[config.mk]
export PLATFORM = sky130hd
export DESIGN_NAME = parity_frame_tx
export DESIGN_NICKNAME = d
export VERILOG_FILES = /design/src/rtl/parity_frame_tx.sv
export SDC_FILE = /design/constraint.sdc
export NUM_CORES = 1
export LEC_CHECK = 0
export CORE_MARGIN = 4
export CORE_UTILIZATION = 56
export DETAILED_ROUTE_END_ITERATION = 8
export GPL_ROUTABILITY_DRIVEN = 0
export GPL_TIMING_DRIVEN = 0
export PLACE_DENSITY = 0.88
export SLEW_MARGIN = 20
export SYNTH_ARGS = -nofsm -noshare
export SYNTH_HDL_FRONTEND = slang
export SYNTH_SLANG_ARGS = --single-unit
[constraint.sdc]
create_clock -name clk -period 4.15 [get_ports clk]
set_input_delay 0.83 -clock clk [delete_from_list [all_inputs] [get_ports clk]]
set_output_delay 0.83 -clock clk [all_outputs]
set_load 0.02 [all_outputs]
[src/rtl/parity_frame_tx.sv]
// Serial frame transmitter: start(0), data LSB first, parity, stop(1).
// Words arrive over a valid/ready handshake; one frame in flight at a time.
module parity_frame_tx #(
  parameter int unsigned DATA_W       = 8,
  parameter int unsigned CLKS_PER_BIT = 4,
  parameter bit          ODD          = 1'b1
) (
  input  logic              clk,
  input  logic              rst,
  input  logic [DATA_W-1:0] data_in,
  input  logic              in_valid,
  output logic              in_ready,
  output logic              tx,
  output logic              busy,
  output logic              done,
  output logic              parity_out
);

  localparam int unsigned CntW = $clog2(CLKS_PER_BIT + 1);
  localparam int unsigned IdxW = (DATA_W > 1) ? $clog2(DATA_W) : 1;
  localparam logic [CntW-1:0] BaudLast = CntW'(CLKS_PER_BIT - 1);
  localparam logic [IdxW-1:0] IdxLast  = IdxW'(DATA_W - 1);

  typedef enum logic [2:0] {
    StIdle,
    StStart,
    StData,
    StParity,
    StStop
  } state_e;

  state_e            state_q, state_d;
  logic [CntW-1:0]   baud_q, baud_d;
  logic [IdxW-1:0]   bit_idx_q, bit_idx_d;
  logic [DATA_W-1:0] shreg_q, shreg_d;
  logic              parity_q, parity_d;
  logic              tx_q, tx_d;
  logic              done_q, done_d;
  logic              bit_end;

  assign bit_end = (baud_q == BaudLast);

  always_comb begin
    state_d   = state_q;
    baud_d    = baud_q;
    bit_idx_d = bit_idx_q;
    shreg_d   = shreg_q;
    parity_d  = parity_q;
    done_d    = 1'b0;
    tx_d      = 1'b1;

    if (state_q != StIdle) begin
      baud_d = bit_end ? '0 : baud_q + 1'b1;
    end

    unique case (state_q)
      StIdle: begin
        if (in_valid) begin
          state_d   = StStart;
          shreg_d   = data_in;
          parity_d  = ODD ? ~^data_in : ^data_in;
          baud_d    = '0;
          bit_idx_d = '0;
        end
      end
      StStart: begin
        if (bit_end) begin
          state_d   = StData;
          bit_idx_d = '0;
        end
      end
      StData: begin
        if (bit_end) begin
          if (bit_idx_q == IdxLast) begin
            state_d   = StParity;
            bit_idx_d = '0;
          end else begin
            bit_idx_d = bit_idx_q + 1'b1;
          end
        end
      end
      StParity: begin
        if (bit_end) state_d = StStop;
      end
      StStop: begin
        if (bit_end) begin
          state_d = StIdle;
          done_d  = 1'b1;
        end
      end
      default: state_d = StIdle;
    endcase

    // tx is registered from next-state values so it lines up with state_q.
    unique case (state_d)
      StStart:  tx_d = 1'b0;
      StData:   tx_d = shreg_d[bit_idx_d];
      StParity: tx_d = parity_d;
      default:  tx_d = 1'b1;
    endcase
  end

  always_ff @(posedge clk) begin
    if (rst) begin
      state_q   <= StIdle;
      baud_q    <= '0;
      bit_idx_q <= '0;
      shreg_q   <= '0;
      parity_q  <= 1'b0;
      tx_q      <= 1'b1;
      done_q    <= 1'b0;
    end else begin
      state_q   <= state_d;
      baud_q    <= baud_d;
      bit_idx_q <= bit_idx_d;
      shreg_q   <= shreg_d;
      parity_q  <= parity_d;
      tx_q      <= tx_d;
      done_q    <= done_d;
    end
  end

  assign in_ready   = (state_q == StIdle);
  assign busy       = ~in_ready;
  assign tx         = tx_q;
  assign done       = done_q;
  assign parity_out = parity_q;

endmodule

; ---- Word-level counts from Yosys, hierarchy flattened
; Cells that the tools add are included.
[op_classes]
magnitude_cmp = 1
bitwise = 2
eq_ne = 9
addsub = 2
reduce_logical = 4
n_mux = 24
[op_table]
columns = operator, count
row1 = $mux W3, 14
row2 = $mux W8, 2
row3 = $eq A3 B2 Y1 const B, 5
row4 = $pmux W3 S5, 1
row5 = $pmux W3 S3, 1
row6 = $reduce_xnor A8 Y1, 1
row7 = $add A3 B1 Y3 const B, 2
row8 = $eq A3 B1 Y1 const B, 2
row9 = $eq A3 B3 Y1 const B, 2
row10 = $lt A3 B4 Y1 const B, 1
row11 = $mux W1, 4
row12 = $bmux W1 S3, 1
row13 = $logic_not A3 Y1, 1
row14 = $pmux W1 S3, 1
row15 = $reduce_bool A3 Y1, 1
row16 = $not A1 Y1, 2
row17 = $reduce_or A2 Y1, 1
[word_totals]
reg_bits = 20
word_cells = 49
out_inout_bits = 5

; ---- Longest topological paths before layout
[depth]
depth_word = 7
ltp_mapped = 7
depth_no_buf = 7

; ---- Least setup slack after synthesis
; OpenSTA, ideal clock, no wires.
[synth_timing]
path_kind = input to register
from = in in_valid
to = reg tx_q, in the netlist tx
n_path_buf = 0
t_required_ns = 4.014
arrival_time_ns = 2.236
path_slack_ns = 1.778
cell_stages = 6
cell_sequence = or4b_4 mux2_4 and3b_1 a221oi_2 a2111oi_2 a211oi_1
[synth_via]
elab_chain_len = 5
[synth_lines]
columns = element, line
row1 = from (decl), 11  ; input logic in_valid,
row2 = $mux W3 or $mux W8 (tied branches), 58  ; if (in_valid) begin
row3 = $pmux W3 S3 or $mux W8 (tied branches), 56  ; unique case (state_q)
row4 = $bmux W1 S3, 97  ; StData: tx_d = shreg_d[bit_idx_d];
row5 = $mux W1 (implied by the code), 97
row6 = $pmux W1 S3 *, 95  ; unique case (state_d)
row7 = to (signal assigned), 118  ; tx_q <= tx_d;
row8 = to (decl), 37  ; logic tx_q, tx_d;
; Every way passes the cells marked *; elsewhere a longest branch is shown, timed or not. The select of a mux whose other input is x is not followed.
; A chain may end at the register's enable or synchronous reset.

; ---- Worst setup path in the final report
[layout_timing]
from = reg state_q[1]
to = out in_ready
[layout_via]
elab_chain_len = 1
[layout_lines]
columns = element, line
row1 = from (decl), 32  ; state_e state_q, state_d;
row2 = from (signal assigned), 105  ; state_q <= StIdle;
row3 = from (signal assigned), 113  ; state_q <= state_d;
row4 = $logic_not A3 Y1, 123  ; assign in_ready = (state_q == StIdle);
row5 = to (decl), 12  ; output logic in_ready,
; Every way passes these cells.

==> flow_metrics.py <==
metrics = {
    "setup_path": {
        "timing.critical_path.from": "state_q[1]$_SDFF_PP0_",
        "critPathArrivalTime_ns": 2.09,
        "startpoint_type": "flip-flop",
        "r2r-end": "tx$_SDFF_PP1_",
        "path_cells": "clkbuf_1 -> or3_1 -> inv_1 -> clkdlybuf4s50_1",
        "crit_path_max_incr_delay_ns": 0.61,
        "end_kind": "primary output",
        "crit_slowest_cell": "clkdlybuf4s50_1",
        "required_ns": 3.32,
        "critPathKind": "reg2out",
        "crit_fanout": 10,
        "reg2reg_depth": 7,
        "crit_end": "in_ready",
        "ff2ff_setup_slack_ns": 1.89,
        "r2r-start": "baud_q[0]$_SDFF_PP0_",
    },
    "sta": {
        "rsz0062_at_grt": "false",
        "max_freq_ghz": 0.342,
        "setup_viol": 0,
        "drv_slew": 0,
        "slew_headroom": 0.611,
        "finalSetupTns_ns": 0,
        "hold_viol": 0,
        "worst_pin_slew_ns": 0.576,
        "finalCriticalPeriod_ns": 2.92,
        "fin_skew_ns": 0.000847,
        "post-route-period-util": 0.705,
    },
    "logic_synthesis": {
        "yosysUniqueCellTypes": 33,
        "synthCells": 116,
        "synth_warnings": 0,
        "synthFlopType": "dfxtp_1",
        "synth_edf_count": 0,
        "synthTopCellsByCount": "dfxtp_1, nor2_1, mux2i_1",
        "synth_area_leaders": "dfxtp_1, mux2i_1, nor2_1",
        "syn_avg_cell_area_um2": 9.04,
        "ys_seq_area_frac": 0.382,
        "synthArstFlopShare": 0,
        "synth_seq_cells": 20,
        "netlist_area_um2": 1050,
        "synth_most_common_cell": "dfxtp_1",
        "synth_top_area_frac": 0.382,
        "yosysTopAreaCell": "dfxtp_1",
        "syn_nets": 130,
    },
    "cts": {
        "root_buffer": "clkbuf_4",
        "cts_resized": 0,
        "clockBufferDepth": 2,
        "htree_levels": 1,
        "cts_tree": "built",
        "post_cts_buffers": 0,
        "cts_inserted_buffers": 3,
        "cts_hold_buf": 0,
        "clock_latency_ns": 0.30,
        "clkTransAtPathRegs_ns": 0.11,
        "cts.sinks": 20,
    },
    "global_routing": {
        "antenna_found_initial": 0,
        "grt_pass1_vias": 891,
        "grt_start_max_net_pins": 13,
        "grt_pass1_wl_mm": 3.66,
        "track_usage": 0.180,
        "grt_overflow": 0,
    },
    "placement": {
        "numPortBuffers": 15,
        "dp_hpwl_mm": 1.59,
    },
    "power_and_ir_drop": {
        "ir_drop_uv": 298,
        "power.total_uw": 439,
        "p_per_area_nw_per_um2": 342,
        "p_leak_uw": 0.000529,
    },
    "routing": {
        "drt-initial-drc-count": 26,
        "postRouteAntennaNets": 0,
        "drc_errors": 0,
        "post_drt_wl_per_cell_um": 13.2,
        "vias_per_cell": 5.67,
        "drt-total-wl_mm": 2.11,
        "dr_total_vias": 907,
        "firstDrtPassIters": 4,
    },
    "floorplanning": {
        "die_h_um": 51.3,
        "start_util": 0.601,
        "rows": 15,
        "die_area_um2": 2630,
        "pin_count": 16,
        "die_w_um": 51.3,
        "core-area_um2": 1750,
    },
    "run_status": {
        "outcome": "complete, no violations",
    },
    "cells_and_area": {
        "final_nets": 150,
        "num_antenna_cells": 0,
        "drive_above_1_share": 0.0741,
        "areaGrowthSynthToFinish_pct": 22.3,
        "fill_cells": 130,
    },
    "flow_run": {
        "maxCapViolCount": 0,
    },
    "hold_path": {
        "hold_path.class": "reg2reg",
        "hold_start": "baud_q[1]$_SDFF_PP0_",
    },
}
## flip-flops by register name (all words and copies together) (netlist names)
signal	count
shreg_q	8
state_q	3
tx	1
bit_idx_q	3
done	1
baud_q	3
parity_out	1
## power breakdown
group          internal [µW]  switching [µW]  total (µW)  leakage [µW]
Combinational           38.5            38.1        76.6      0.000338
Sequential               201            4.37         205      0.000163
Clock                   97.7            59.4         157     0.0000279
Total                    337             102         439      0.000529
## layout by cell type (no fill, tap or decap), types with 3 or more instances in the layout
cell	synthesis	layout
dfxtp_1	20	20
nor2_1	18	18
clkbuf_1	4	4
a21oi_1	5	5
nor2b_1	3	3
nor3_1	5	5
mux2i_1	11	11
nand2_1	7	7
o21ai_0	3	3
xnor2_1	7	7
clkdlybuf4s50_1	0	15
xor2_1	3	3
ha_1	3	3
clkbuf_4	0	3
## layout make-up
class	count	area, µm²	share of cell area
Inverter	2	7.51	0.00585
Timing Repair Buffer	15	150	0.117
Sequential cell	20	400	0.312
Multi-Input combinational cell	88	616	0.480
Buffer	6	25.0	0.0195
Clock buffer	3	22.5	0.0176
Tap cell	25	31.3	0.0244
Clock inverter	1	30.0	0.0234
## critical path: cells and delay by family (launching register included)
kind / cells / cell delay, ns
flip-flops: 1 / 0.38
AND/OR/NAND/NOR: 1 / 0.42
buffers and inverters: 3 / 0.98
## how the worst min path moves through the flow
| stage | endpoint | depth (start not counted) | slack, ns |
|---|---|---|---|
| finish | baud_q[1]$_SDFF_PP0_ | 2 | 0.49 |
| global placement | baud_q[1]$_SDFF_PP0_ | 2 | 0.46 |
| CTS | baud_q[1]$_SDFF_PP0_ | 2 | 0.50 |
| global route | baud_q[1]$_SDFF_PP0_ | 2 | 0.52 |
| floorplan | baud_q[1]$_SDFF_PP0_ | 2 | 0.45 |
| detailed placement | baud_q[1]$_SDFF_PP0_ | 2 | 0.48 |
## per-stage QoR
stage          std cells  cell area, µm²   util  hold slack, ns  worst slack, ns
5_1_grt              160            1280  0.735           0.523             1.15
4_1_cts              160            1280  0.735           0.498             1.23
3_3_place_gp         156            1230  0.705           0.461             1.05
6_report             160            1280  0.735           0.495             1.23
2_1_floorplan        116            1050      -           0.452             1.78
3_5_place_dp         156            1230  0.705           0.482             1.04
## routing by layer
metal  routed length [µm]  vias to the layer above  share of wire  GRT usage
li1                     -                      450              -          -
met1                  904                      431           0.43      0.206
met2                 1080                       22           0.51      0.326
met3                  111                        4          0.053     0.0583
met4                   17                        0         0.0080     0.0349
met5                    0                        -              0          0
## logic make-up after synthesis
family	share of synthesized area
adder cells (fa/ha/maj)	0.0358
multiplexers	0.119
flip-flops	0.382
AND/OR/NAND/NOR	0.240
XOR/XNOR	0.0835
AO/OA/AOI/OAI	0.109
buffers and inverters	0.0310
Note: power is estimated with default switching activity, not from simulation.
